`src/rtl/keypad_pkg.sv`:
```
// Shared keypad types and the hex-key to matrix-position map.
// Latency: none (types and pure functions only).
// Backpressure: n/a.
package keypad_pkg;

    typedef enum logic [1:0] {
        IDLE    = 2'd0,
        PRESS   = 2'd1,
        RELEASE = 2'd2
    } kpemu_state_t;

    // Phase counter width: enough bits for the longer of the two phases, never zero
    function automatic int kp_cnt_w(input int a, input int b);
        int m;
        int w;
        m = (a > b) ? a : b;
        w = $clog2(m);
        return (w < 1) ? 1 : w;
    endfunction

    // Hex key -> {row[1:0], col[1:0]}; rows top to bottom, col3 holds A..D
    function automatic logic [3:0] key_to_rc(input logic [3:0] key);
        logic [3:0] rc;
        case (key)
            4'h1: rc = {2'd0, 2'd0};
            4'h4: rc = {2'd1, 2'd0};
            4'h7: rc = {2'd2, 2'd0};
            4'hE: rc = {2'd3, 2'd0};
            4'h2: rc = {2'd0, 2'd1};
            4'h5: rc = {2'd1, 2'd1};
            4'h8: rc = {2'd2, 2'd1};
            4'h0: rc = {2'd3, 2'd1};
            4'h3: rc = {2'd0, 2'd2};
            4'h6: rc = {2'd1, 2'd2};
            4'h9: rc = {2'd2, 2'd2};
            4'hF: rc = {2'd3, 2'd2};
            4'hA: rc = {2'd0, 2'd3};
            4'hB: rc = {2'd1, 2'd3};
            4'hC: rc = {2'd2, 2'd3};
            default: rc = {2'd3, 2'd3}; // 4'hD
        endcase
        return rc;
    endfunction

endpackage

```
`src/rtl/keypad_key_decode.sv`:
```
// Turns a hex key into one-hot row and column masks in matrix bit order.
// Latency: combinational.
// Backpressure: n/a.
module keypad_key_decode
    import keypad_pkg::*;
(
    input  logic [3:0] key,
    output logic [3:0] row_mask,
    output logic [3:0] col_mask
);

    logic [3:0] rc;

    // Column k is driven as 4'b1000>>k, row r senses as 4'b1000>>r
    always_comb begin
        rc       = key_to_rc(key);
        row_mask = 4'b1000 >> rc[3:2];
        col_mask = 4'b1000 >> rc[1:0];
    end

endmodule

```
`src/rtl/keypad_emulator.sv`:
```
// Emulates a held hex key on a 4x4 scanned matrix: timed press, then release; KEYPAD_EMU_BOUNCE_EN adds LFSR contact bounce.
// Latency: rows follow cols by one clock; done pulses HOLD_CYCLES+RELEASE_CYCLES clocks after a key is accepted.
// Backpressure: key_ready only in IDLE; requests while busy are dropped, not buffered.
module keypad_emulator
    import keypad_pkg::*;
#(
    parameter int HOLD_CYCLES    = 64,
    parameter int RELEASE_CYCLES = 64,
    parameter int BOUNCE_CYCLES  = 8,
    parameter int CNT_W          = 8
) (
    input  logic             clk,
    input  logic             reset,
    input  logic             key_valid,
    input  logic [3:0]       key_code,
    output logic             key_ready,
    input  logic             abort,
    input  logic [3:0]       cols,
    output logic [3:0]       rows,
    output logic             busy,
    output logic             done,
    output logic [CNT_W-1:0] press_count
);

    localparam int            CW        = kp_cnt_w(HOLD_CYCLES, RELEASE_CYCLES);
    localparam logic [CW-1:0] HOLD_LAST = CW'(HOLD_CYCLES - 1);
    localparam logic [CW-1:0] REL_LAST  = CW'(RELEASE_CYCLES - 1);

    kpemu_state_t  state;
    logic [CW-1:0] cnt;
    logic [3:0]    key_q;
    logic          aborted;
    logic [3:0]    row_mask;
    logic [3:0]    col_mask;
    logic          match;
    logic [3:0]    rows_nxt;

    keypad_key_decode u_decode (
        .key      (key_q),
        .row_mask (row_mask),
        .col_mask (col_mask)
    );

    assign key_ready = (state == IDLE);
    assign busy      = (state != IDLE);

`ifdef KEYPAD_EMU_BOUNCE_EN
    logic [3:0] lfsr;
    logic       in_bounce;

    // x^4+x^3+1 noise source, free-running from a fixed seed
    always_ff @(posedge clk) begin
        if (reset) lfsr <= 4'b1001;
        else       lfsr <= {lfsr[2:0], lfsr[3] ^ lfsr[2]};
    end

    assign in_bounce = (32'(cnt) < BOUNCE_CYCLES);

    // Row sense: contact chatters at the start of both press and release
    always_comb begin
        rows_nxt = '0;
        match    = |(cols & col_mask);
        if (state == PRESS && match && (!in_bounce || lfsr[0]))
            rows_nxt = row_mask;
        else if (state == RELEASE && in_bounce && match && lfsr[0])
            rows_nxt = row_mask;
    end
`else
    // Row sense: clean contact, asserted only while pressed and our column is driven
    always_comb begin
        rows_nxt = '0;
        match    = |(cols & col_mask);
        if (state == PRESS && match)
            rows_nxt = row_mask;
    end
`endif

    // Press/release sequencer with registered rows, done and completion count
    always_ff @(posedge clk) begin
        if (reset) begin
            state       <= IDLE;
            cnt         <= '0;
            key_q       <= '0;
            aborted     <= 1'b0;
            rows        <= '0;
            done        <= 1'b0;
            press_count <= '0;
        end else begin
            rows <= rows_nxt;
            done <= 1'b0;
            case (state)
                IDLE: begin
                    if (key_valid) begin
                        key_q   <= key_code;
                        cnt     <= '0;
                        aborted <= 1'b0;
                        state   <= PRESS;
                    end
                end
                PRESS: begin
                    if (abort) begin
                        aborted <= 1'b1;
                        cnt     <= '0;
                        state   <= RELEASE;
                    end else if (cnt == HOLD_LAST) begin
                        cnt   <= '0;
                        state <= RELEASE;
                    end else begin
                        cnt <= cnt + 1'b1;
                    end
                end
                RELEASE: begin
                    if (cnt == REL_LAST) begin
                        cnt     <= '0;
                        done    <= 1'b1;
                        aborted <= 1'b0;
                        if (!aborted) press_count <= press_count + 1'b1;
                        state   <= IDLE;
                    end else begin
                        cnt <= cnt + 1'b1;
                    end
                end
                default: state <= IDLE;
            endcase
        end
    end

endmodule
```
`config.mk`:
```
export PLATFORM = sky130hd
export DESIGN_NAME = keypad_emulator
export DESIGN_NICKNAME = d
export VERILOG_FILES = /design/src/rtl/keypad_pkg.sv /design/src/rtl/keypad_key_decode.sv /design/src/rtl/keypad_emulator.sv
export SDC_FILE = /design/constraint.sdc
export NUM_CORES = 1
export LEC_CHECK = 0
export ABC_AREA = 1
export ABC_CLOCK_PERIOD_IN_PS = 1750
export BUFFER_PORTS_ARGS = -buffer_cell sky130_fd_sc_hd__buf_2
export CORE_MARGIN = 5
export CORE_UTILIZATION = 55
export CTS_CLUSTER_DIAMETER = 100
export DETAILED_ROUTE_END_ITERATION = 7
export GPL_ROUTABILITY_DRIVEN = 1
export PLACE_DENSITY = 0.81
export SETUP_SLACK_MARGIN = 0.1
export SYNTH_ARGS = -nofsm -noshare
export SYNTH_HDL_FRONTEND = slang
export SYNTH_SLANG_ARGS = --single-unit
```
`constraint.sdc`:
```
create_clock -name clk -period 1.75 [get_ports clk]
set_clock_uncertainty 0.1 [all_clocks]
set_input_delay 0.0875 -clock clk [delete_from_list [all_inputs] [get_ports clk]]
set_output_delay 0.0875 -clock clk [all_outputs]
set_load 0.02 [all_outputs]
```
Yosys cells after proc, flatten, opt, wreduce, memory -nomap -nowiden
Memory sizes are Yosys's and may differ from the RTL's. A register that Yosys moved wholly into a read port is not among the register bits.
Index checks and enable logic that the tools add are counted.
{"block": "word_totals", "regBits": 26, "mem_bits_ro": 64, "inputBits": 12, "output_inout_bits": 15, "mem_count": 1}
{"block": "op_classes", "add_sub_neg": 2, "eq_ne": 7, "n_shift": 2, "mux": 16, "bitwise": 4, "reduce_logical": 12}
{"memory": "(name not given)", "words": 16, "word_bits": 4, "read_ports": 1, "rd_clocked_by_memory_dff": 1, "wr": 0, "line_no": "keypad_pkg.sv:24", "text": "case (key)"}
{"op": "6-bit two-way mux", "count": 3}
{"op": "6-bit case mux with 3 select lines", "count": 1}
{"op": "8-bit by 1-bit adder with 8-bit output, second input constant", "count": 1}
{"op": "2-bit two-way mux", "count": 4}
{"op": "4-bit two-way mux", "count": 2}
{"op": "4-bit by 2-bit right shift with 4-bit output, first input constant", "count": 2}
{"op": "6-bit by 1-bit adder with 6-bit output, second input constant", "count": 1}
{"op": "6-bit equality test, second input constant", "count": 1}
{"op": "2-bit inequality test, second input constant", "count": 3}
{"op": "2-bit case mux with 3 select lines", "count": 1}
{"op": "3-bit AND reduction", "count": 2}
{"op": "4-bit bitwise AND", "count": 1}
{"op": "1-bit two-way mux", "count": 4}
{"op": "2-bit AND reduction", "count": 2}
{"op": "4-bit AND reduction", "count": 1}
{"op": "2-bit OR reduction", "count": 2}
{"op": "4-bit OR reduction", "count": 1}
{"op": "3-bit by 2-bit inequality test with 1-bit output, second input constant", "count": 1}
{"op": "1-bit NOT", "count": 3}
{"op": "1-bit case mux with 3 select lines", "count": 1}
{"op": "3-bit nonzero test", "count": 1}
{"op": "2-bit by 1-bit equality test with 1-bit output, second input constant", "count": 1}
{"op": "2-bit equality test, second input constant", "count": 1}
{"op": "2-bit zero test", "count": 1}
{"op": "other kinds (2)", "count": 2}

Logic depth before layout (Yosys ltp)
Gate-level depths: netlist (run 1).
{"block": "logic_depth", "ltp_word": 6, "depth_mapped": 11, "mapped_depth_nobuf": 11}

Modules after synthesis
Synthesis (run 1) repeated with hierarchy kept, for this count alone.
{"block": "unflattened", "hier_cells": 237, "area_unflattened_um2": 1537.7}
{"mod": "keypad_emulator", "n_inst": 1, "cells_each": 193, "area_per_inst_um2": 1338.8, "seq_area_each_um2": 520.5}
{"mod": "keypad_key_decode", "n_inst": 1, "cells_each": 44, "area_per_inst_um2": 198.9, "seq_area_each_um2": 0.0}

Worst setup path after synthesis (run 1)
Ideal clock, no wire load.
{"block": "synth_path", "path_type": "register -> register", "start": "register state[0]", "end": "register, netlist name u_decode.rc[2]", "arrival_ns": 1.448, "setup_slack_ns": 0.090, "stages_incl_launch_ff": 11, "path_buffers": 0, "period_less_slack_ns": 1.660, "cell_sequence": "dfxtp_1 inv_1 ha_1 nand2_4 nor2_1 nor2_1 o21ai_4 inv_2 nand2_1 nand2_1 nand2_1"}
{"block": "synth_via", "elab_chain_cells": 4}
{"item": "start: declaration", "line_no": "keypad_emulator.sv:29", "text": "kpemu_state_t state;"}
{"item": "start signal: assignment", "line_no": "keypad_emulator.sv:81", "text": "state <= IDLE;"}
{"item": "start signal: assignment", "line_no": "keypad_emulator.sv:97", "text": "state <= PRESS;"}
{"item": "start signal: assignment", "line_no": "keypad_emulator.sv:104", "text": "state <= RELEASE;"}
{"item": "2-bit zero test"}
{"item": "net key_ready", "line_no": "keypad_emulator.sv:16", "text": "output logic key_ready,"}
{"item": "2-bit AND reduction (no line)"}
{"item": "4-bit two-way mux (no line) (2 in a row)"}
The timed path passes the listed nets, and every way through them passes these cells.
A chain may end at the register's enable or synchronous reset.

Worst setup path after layout (run 1)
{"block": "layout_path", "start": "register state[0]", "end": "register state[1]"}
{"block": "layout_via", "elab_chain_cells": 3, "word_cells_on_any_way": 8, "classes_between": "eq/ne (5); mux (1); reduce/logical (2)"}
{"item": "2-bit by 1-bit equality test with 1-bit output, or another cell as far along", "line_no": "keypad_emulator.sv:91", "text": "case (state)"}
{"item": "3-bit by 2-bit inequality test with 1-bit output (no line) / 2-bit inequality test (equally long branches)"}
{"item": "3-bit AND reduction (no line)"}
Several ways; a longest one is shown, not always the timed one.

==> flow_summary.toml, run 1 <==
[status]
status = "completed"

[floorplan]
dieArea_mm2 = 0.00421
io_pins = 27
die_x_um = 64.9
fp.dieH_um = 64.9
core_area_mm2 = 0.00298
start_util = 0.556
num_rows = 20

[global_routing]
grt_first_pass_wirelength_um = 5510
grt_usage = 0.166
grt.overflow.total = 0
antenna_found_initial = 0
grt_start_max_net_pins = 15
grt_pass1_vias = 1294

[cts]
cts_tree = "yes"
root_buffer = "clkbuf_4"
htree_levels = 2
cts_buffer_depth = 2
numClockSinks = 30
clk_pin_slew_ps = 100
numCtsBuffers = 5
cts_setup_buffers = 0
worstSkewPairLatency_ps = 340

[synthesis]
ys_ff_latch = 30
synth_area_mm2 = 0.00166
synth_nets = 255
syn_avg_cell_area_um2 = 7.05
ys_seq_area_frac = 0.363
syn_inst = 235
yosysWarnings = 0
synth.distinct_cells = 28

[power_and_ir_drop]
peakVddDrop_mv = 0.832
p_leak_nw = 0.981
power_density_mw_per_mm2 = 1240

[worst_setup_path]
critPathKind = "reg -> reg"
slowest_stage = "dfxtp_4"
cp-start-kind = "flop"
path_cells = "inv_1 > ha_1 > inv_1 > nand2_2 > nand2_2 > nand2_1 > inv_1 > nor2_1 > nor2_1"
end_kind = "flop"
crit_top_cell = "inv_1"
r2r_cells = 9
cp.arrival_ps = 1720
cp_top_family = "simple AND/OR/NAND/NOR gates"
r2r_setup_slack_ps = 160
slowest_delay_ps = 370
critPathBufInv = 3
required_ps = 1880
cp.depth = 9
critPathMaxFanout = 5

[sta]
setup_viol = 0
slew_viol_final = 0
finalHoldViolCount = 0
tns_ps = 0
timing.fmax_mhz = 630
tightest_slew_ps = 287
slew_headroom = 0.809
rsz0062_at_grt = "yes"
min_period_over_period = 0.908
post-route-min-period_ps = 1590

[place]
dp_hpwl_um = 2330
place_congestion = 0.808
port_buffers = 26
placed_cells = 292

[worst_hold_path]
holdPathStages = 5
hold_class = "in -> reg"

[finish]
fin_nets = 287
antenna_cells = 0
instances_no_fill = 300
fin_util = 0.651
drive_above_1_share = 0.255
area_growth_pct = 17.0

[route]
dr.pass1.iters = 5
ant_nets = 0
avgViaCountPerCell = 4.95
vias = 1484
drt-initial-drc-count = 125
drc_errors = 0
drt-total-wl_um = 3150
avgRoutedWirePerCell_um = 10.5

[job]
drv_cap = 0
-- power by group --
group	switching, W	total [W]	internal [W]
logic	0.000625	0.000973	0.000348
clock network	0.000240	0.000573	0.000332
registers	0.0000712	0.000866	0.000795
total	0.000936	0.00241	0.00147
-- per-stage QoR --
stage	area [µm²]	total power [W]	hold slack [ps]	setup slack [ps]
final	1940	0.00241	65.2	162
after floorplan	1660	0.00159	66.8	218
after global placement	1820	0.00175	333	167
after CTS	1910	0.00235	58.0	114
after detailed placement	1820	0.00177	328	126
after global routing	1940	0.00261	98.3	59.6
-- per-layer routing --
layer / up-vias / share of wire / global-route usage
met5: - / 0 / 0
met4: 0 / 0.014 / 0.0792
met3: 6 / 0.058 / 0.0416
met2: 29 / 0.42 / 0.252
met1: 650 / 0.50 / 0.219
li1: 799 / - / -
-- cells by family (layout without fill, tap and decap cells) --
logic type	Yosys count	after routing	synth area share
buffers and inverters	40	72	0.0997
AOI/OAI and AO/OA	29	29	0.103
and+or+nand+nor	125	125	0.358
xor gates and xnor gates	3	3	0.0159
DFF	30	30	0.363
adders and majority gates	8	8	0.0604
-- synth_stat cells --
library cell	number	area, µm²
nand2_1	68	255
dfxtp_1	30	601
inv_1	29	109
nor2_1	17	63.8
a21oi_1	15	75.1
nand3_1	15	75.1
ha_1	8	100
o21ai_0	8	40.0
nand2_4	7	78.8
nand2_2	6	37.5
nand4_1	6	37.5
inv_2	5	18.8
inv_4	2	12.5
nand3_2	2	20.0
nor2_2	2	12.5
o211ai_1	2	15.0
xor2_1	2	17.5
a21boi_0	1	7.51
a21oi_2	1	8.76
a31o_2	1	8.76
buf_4	1	7.51
clkbuf_1	1	3.75
clkinv_2	1	5.00
inv_6	1	8.76
nand3b_1	1	7.51
nor3_1	1	5.00
o21ai_4	1	16.3
xnor2_1	1	8.76
-- cells in the final DEF, fill, tap and decap left out, types with 2 or more instances in the layout --
cell,netlist,final
nand2_1,68,66
inv_1,29,28
dfxtp_1,30,28
buf_2,0,26
nor2_1,17,17
nand3_1,15,15
a21oi_1,15,15
nand2_2,6,8
o21ai_0,8,8
nand2_4,7,7
ha_1,8,7
inv_2,5,6
nand4_1,6,6
clkbuf_4,0,5
inv_4,2,2
nor2_2,2,2
xor2_1,2,2
o211ai_1,2,2
-- layout make-up --
class                           instances  area, µm²
Fill cell                             264       1040
Timing Repair Buffer                   27        140
Inverter                               38        154
Clock inverter                          1       30.0
Sequential cell                        30        606
Tap cell                               33       41.3
Multi-Input combinational cell        165        916
Clock buffer                            6       51.3
-- state kept, by name, summed over array words and instances, names as in the netlist --
name and flops:
aborted 1, done 1, u_decode.rc 4, rows 4, key_q 4, state 2
cnt 6, press_count 8
-- final timing paths --
kind | from | endpoint
worst max-delay path | state[0]$_SDFFE_PP0P_ | state[1]$_SDFFE_PP0P_
worst min-delay path | key_code[2] | key_q[2]$_SDFFE_PP0N_
worst max register to register | state[0]$_SDFFE_PP0P_ | state[1]$_SDFFE_PP0P_
worst min register to register | u_decode.rc[2]$_DFF_P_ | rows[3]$_SDFF_PP0_
-- what timing repair did --
item                                    CTS  global route
pin swaps                                 0             1
hold endpoints to repair                  1             0
resized for setup                         1             8
endpoints found under the setup margin    2            20
hold buffers                              1             0
-- tightest hold or removal path: cells and delay by family --
family	cells	cell delay, ps
buffers and inverters	2	150
AND/OR/NAND/NOR	3	220
Power figures use the tool's default switching activity.
==> run 2, diff against run 1 <==
--- a/config.mk
+++ b/config.mk
@@ -5,15 +5,14 @@
 export SDC_FILE = /design/constraint.sdc
 export NUM_CORES = 1
 export LEC_CHECK = 0
-export ABC_AREA = 1
-export ABC_CLOCK_PERIOD_IN_PS = 1750
 export BUFFER_PORTS_ARGS = -buffer_cell sky130_fd_sc_hd__buf_2
 export CORE_MARGIN = 5
-export CORE_UTILIZATION = 55
+export CORE_UTILIZATION = 54
 export CTS_CLUSTER_DIAMETER = 100
 export DETAILED_ROUTE_END_ITERATION = 7
 export GPL_ROUTABILITY_DRIVEN = 1
 export PLACE_DENSITY = 0.81
+export RECOVER_POWER = 50
 export SETUP_SLACK_MARGIN = 0.1
 export SYNTH_ARGS = -nofsm -noshare
 export SYNTH_HDL_FRONTEND = slang
==> run 2 against run 1 <==
Compared with the run above:
- the flow now finishes with violations (setup timing)
- hold slack improved by 13 ps
- worst setup slack got worse by 250 ps
- synthesized cell count shrank 26%
- highest routed layer unchanged
- clock power is 35% lower
- sequential power decreased by 2.5%
==> flow_summary.toml, run 2 <==
[global_routing]
grt.busiest_layer = "met2"
met3_usage = 0.0665
grt.overflow.total = 0
grt_util_met2 = 0.409
grt_first_pass_wirelength_um = 7380
grtUsageMet1 = 0.254
antenna_found_initial = 0
grt_pass1_vias = 1559
grt_start_max_net_pins = 14
grt_usage = 0.235

[route]
drc_errors = 0
dr.pass1.iters = 5
avgViaCountPerCell = 6.10
drt-initial-drc-count = 183
ant_nets = 0
vias = 1629
drt-total-wl_um = 5300
avgRoutedWirePerCell_um = 19.9

[floorplan]
dieArea_mm2 = 0.00397
num_rows = 19
start_util = 0.554
fp.dieH_um = 63.0
io_pins = 27
die_x_um = 63.0
core_area_mm2 = 0.00273

[finish]
layout.cells.most_common_list = "28 x dfxtp_1, 27 x buf_4, 15 x nand2_1, 15 x clkbuf_1, 13 x buf_2"
reg_top3 = "press_count: 8 flops, cnt: 6 flops"
final_area_mm2 = 0.00223
fin_util = 0.816
largest_reg_flops = 8
fin_nets = 256
regMostFlops = "press_count"
drive_above_1_share = 0.411
n_fill_cell = 157
antenna_cells = 0
mostFrequentLayoutCell = "dfxtp_1"
area_growth_pct = 47.2

[synthesis]
synthTopCellsByCount = "30 x dfxtp_1, 16 x nand2_1, 15 x nor2_1"
yosysMostFrequentCell = "dfxtp_1"
synth_area_mm2 = 0.00152
synth.distinct_cells = 43
synth_area_leader_cell = "dfxtp_1"
synth_area_leaders = "dfxtp_1 40%, ha_1 6.6%, xnor2_1 4.0%"
yosys.area.top_type_share = 0.396
async_flop_share = 0
ys_seq_area_frac = 0.396
synth_nets = 193
synth-main-ff-cell = "dfxtp_1"
yosysWarnings = 0
synth_edf_count = 0
syn_avg_cell_area_um2 = 8.76
syn_inst = 173
ys_ff_latch = 30

[worst_hold_path]
hp-start = "reset"
hold_class = "in -> reg"

[worst_setup_path]
r2r-start = "state[1]$_SDFFE_PP0P_"
slowest_stage = "dfxtp_2"
cp.arrival_ps = 1990
cp_top_family = "compound AO/OA/AOI/OAI gates"
required_ps = 1900
startpoint = "state[1]$_SDFFE_PP0P_"
critPathBufInv = 1
slowest_delay_ps = 370
critPathKind = "reg -> reg"
critPathMaxFanout = 8
cp-start-kind = "flop"
path_cells = "inv_4 > ha_4 > and4b_2 > a31oi_4 > mux2_4 > o211ai_1"
end_kind = "flop"

[place]
placed_area_mm2 = 0.00183
dp_hpwl_um = 2790
port_buffers = 26
place_congestion = 0.871

[cts]
root_buffer = "clkbuf_4"
cts_tree = "yes"
numCtsBuffers = 5
worstSkewPairLatency_ps = 330
clk_pin_slew_ps = 80
htree_levels = 2
numClockSinks = 30
cts_buffer_depth = 2

[status]
failed_checks = "setup timing"
status = "finished, violations left"

[sta]
finalHoldViolCount = 0
setup_viol = 6
post-route-min-period_ps = 1830
worst_slack_ps = -84.6
slew_headroom = 0.654
slew_viol_final = 0
rsz0062_at_grt = "yes"
min_period_over_period = 1.05
tightest_slew_ps = 519
timing.fmax_mhz = 545

[power_and_ir_drop]
power_density_mw_per_mm2 = 1160
p_leak_nw = 0.878
peakVddDrop_mv = 1.13

[job]
drv_cap = 0
[run 2: per-stage QoR]
stage          setup WS [ps]  std cells  hold slack [ps]  total power (W)  setup TNS, ps
2_1_floorplan          -84.4        173              235          0.00139          -84.4
3_3_place_gp            13.2        242              262          0.00166              0
3_5_place_dp           -61.0        242              275          0.00171          -74.6
4_1_cts                -9.29        261             39.5          0.00237          -9.29
5_1_grt                 -112        267             93.5          0.00272           -533
6_report               -84.6        267             77.8          0.00258           -214
[run 2: kinds of logic (layout without fill, tap and decap cells)]
| kind of cell | Yosys count | in the layout | share of synthesized area |
|---|---|---|---|
| xor+xnor | 7 | 7 | 0.0405 |
| fa+ha+maj | 8 | 8 | 0.0661 |
| flops | 30 | 30 | 0.396 |
| simple gates | 75 | 75 | 0.261 |
| mux | 5 | 5 | 0.0421 |
| compound gates | 33 | 33 | 0.155 |
| buf+inv | 15 | 78 | 0.0388 |
[run 2: final timing paths]
path	endpoint	slack, ps	cells past startpoint
min reg2reg	rows[2]$_SDFF_PP0_	370	1
min	u_decode.rc[1]$_DFF_P_	80	3
max reg2reg	u_decode.rc[2]$_DFF_P_	-80	6
max	u_decode.rc[2]$_DFF_P_	-80	6
[run 2: layout make-up]
type                            count  area [µm²]  share of cell area
Timing Repair Buffer               60         394               0.177
Clock buffer                        7        45.0              0.0202
Tap cell                           31        38.8              0.0174
Multi-Input combinational cell    128        1100               0.494
Inverter                           11        46.3              0.0208
Sequential cell                    30         606               0.271
[run 2: report_power, final]
group / internal [W] / switching [W]
sequential: 0.000773 / 0.0000719
combinational: 0.000689 / 0.000676
clock: 0.000151 / 0.000221
[run 2: tightest hold or removal path, delay by kind of cell]
kind                   cells  cell delay, ps
AO/OA/AOI/OAI              1             170
buffers and inverters      1             160
AND/OR/NAND/NOR            1              60
[run 2: timing repair]
item / in CTS / in global routing
endpoints found under the setup margin: 10 / 21
buffers inserted: 11 / 7
pin swaps: 6 / 21
hold endpoints to repair: 2 / 0
hold buffers: 1 / 0
gates resized for setup: 26 / 30
[run 2: metal layers]
layer / up-vias / routed length (µm)
met5: - / 0
met4: 0 / 200
met3: 24 / 292
met2: 76 / 2830
met1: 780 / 1980
li1: 749 / -
==> run 3, diff against run 2 <==
==> constraint.sdc (replaced) <==
create_clock -name clk -period 1.99 [get_ports clk]
set_clock_uncertainty 0.1 [all_clocks]
set_input_delay 0.2985 -clock clk [delete_from_list [all_inputs] [get_ports clk]]
set_output_delay 0.2985 -clock clk [all_outputs]
set_load 0.02 [all_outputs]
==> run 3 against run 2 <==
Compared with the run above:
- the run now ends clean
- clock power decreased by 5.6%
- sequential cell count unchanged
- register-to-register slack improved by 210 ps
- sequential share of layout area increased by 5.6 points
- design area decreased by 17%
- non-clock buffer count decreased by 21
- die area unchanged
- final cell count decreased by 8.2%
- combinational power decreased by 44%
- wire length decreased by 32%
- global-route usage decreased by 3.9 points
- critical endpoint unchanged
- largest power group unchanged
- highest routed layer unchanged
==> flow_summary.toml, run 3 (synthesis results as in run 2) <==
[status]
status = "completed"

[worst_hold_path]
hold_class = "in -> reg"
hp-start = "reset"

[cts]
root_buffer = "clkbuf_4"
cts_tree = "yes"
cts_buffer_depth = 2
clk_pin_slew_ps = 90
htree_levels = 2
numClockSinks = 30
cts_hold_buffers = 0
worstSkewPairLatency_ps = 320
numCtsBuffers = 5

[sta]
min_period_over_period = 0.938
setup_viol = 0
tightest_slew_ps = 405
rsz0062_at_grt = "yes"
finalHoldViolCount = 0
post-route-min-period_ps = 1870
slew_viol_final = 0
timing.fmax_mhz = 536
slew_headroom = 0.728

[finish]
area_growth_pct = 21.5
largest_reg_flops = 8
antenna_cells = 0
reg_top3 = "press_count: 8 flops, cnt: 6 flops"
final_area_mm2 = 0.00184
regMostFlops = "press_count"
mostFrequentLayoutCell = "dfxtp_1"
fin_nets = 235
layout.cells.most_common_list = "29 x dfxtp_1, 15 x nand2_1, 15 x nor2_1"
drive_above_1_share = 0.215

[worst_setup_path]
startpoint = "state[0]$_SDFFE_PP0P_"
cp.arrival_ps = 2010
end_kind = "flop"
critPathMaxFanout = 8
critPathKind = "reg -> reg"
cp-start-kind = "flop"
r2r-start = "state[0]$_SDFFE_PP0P_"
required_ps = 2140

[global_routing]
grt_usage = 0.196
grt_start_max_net_pins = 15
antenna_found_initial = 0
grt_pass1_vias = 1397
grt_first_pass_wirelength_um = 6220
grt.overflow.total = 0

[place]
place_congestion = 0.860
port_buffers = 26
placed_area_mm2 = 0.00174
dp_hpwl_um = 2670

[route]
avgRoutedWirePerCell_um = 14.7
avgViaCountPerCell = 5.85
vias = 1433
drt-total-wl_um = 3610
dr.pass1.iters = 4
drt-initial-drc-count = 103
drc_errors = 0
ant_nets = 0

[power_and_ir_drop]
p_leak_nw = 0.723
finalPower_w = 0.00184
peakVddDrop_mv = 0.636
power_density_mw_per_mm2 = 1000

[floorplan]
core_area_mm2 = 0.00273
num_rows = 19
dieArea_mm2 = 0.00397
start_util = 0.554
die_x_um = 63.0
io_pins = 27
fp.dieH_um = 63.0

[job]
drv_cap = 0
[run 3: cell count changes in the layout (fill, tap and decap cells not counted), sizes merged]
cell         delta
dlygate4sd3     -1
buf            -20
clkbuf          -1
[run 3: worst paths after layout]
path | end | depth (start not counted) | slack [ps]
worst max register to register | u_decode.rc[2]$_DFF_P_ | 7 | 120
worst min-delay path | cnt[0]$_SDFFE_PP0P_ | 2 | 140
worst max-delay path | u_decode.rc[2]$_DFF_P_ | 7 | 120
worst min register to register | rows[3]$_SDFF_PP0_ | 1 | 350
[run 3: area by class of cell]
type                            instances  area, µm²
Inverter                               11       41.3
Clock buffer                            6       51.3
Tap cell                               31       38.8
Fill cell                             211        893
Multi-Input combinational cell        128        896
Timing Repair Buffer                   39        211
Sequential cell                        30        602
[run 3: power by group]
part           internal, W  switching (W)  leakage (nW)  total [W]
clock             0.000159       0.000192        0.0302   0.000351
sequential        0.000673      0.0000505         0.244   0.000724
combinational     0.000355       0.000411         0.449   0.000766
[run 3: routing by layer]
| layer | wire (µm) | global-route usage | vias to the layer above |
|---|---|---|---|
| li1 | - | - | 718 |
| met1 | 1540 | 0.220 | 674 |
| met2 | 1850 | 0.338 | 32 |
| met3 | 138 | 0.0558 | 9 |
| met4 | 84 | 0.0875 | 0 |
| met5 | 0 | 0 | - |
[run 3: per-stage QoR]
step	util	TNS (ps)	hold slack (ps)	instances	worst slack [ps]
floorplan	-	0	321	173	102
global placement	0.637	0	336	234	77.8
detailed placement	0.637	-5.21	340	234	-5.21
CTS	0.665	0	123	243	127
global route	0.673	0	136	245	61.6
finish	0.673	0	135	245	123
[run 3: repair_timing]
item | CTS | global route
buffers inserted | 3 | 2
gates resized for setup | 3 | 7
pin swaps | 3 | 3
endpoints found under the setup margin | 4 | 6
[run 3: critical path, cell delays in order (launching register included)]
cell,delay (ps)
dfxtp_1,380
inv_2,80
ha_4,190
buf_4,140
and4b_1,190
a31o_1,260
mux2_2,280
o211ai_1,170
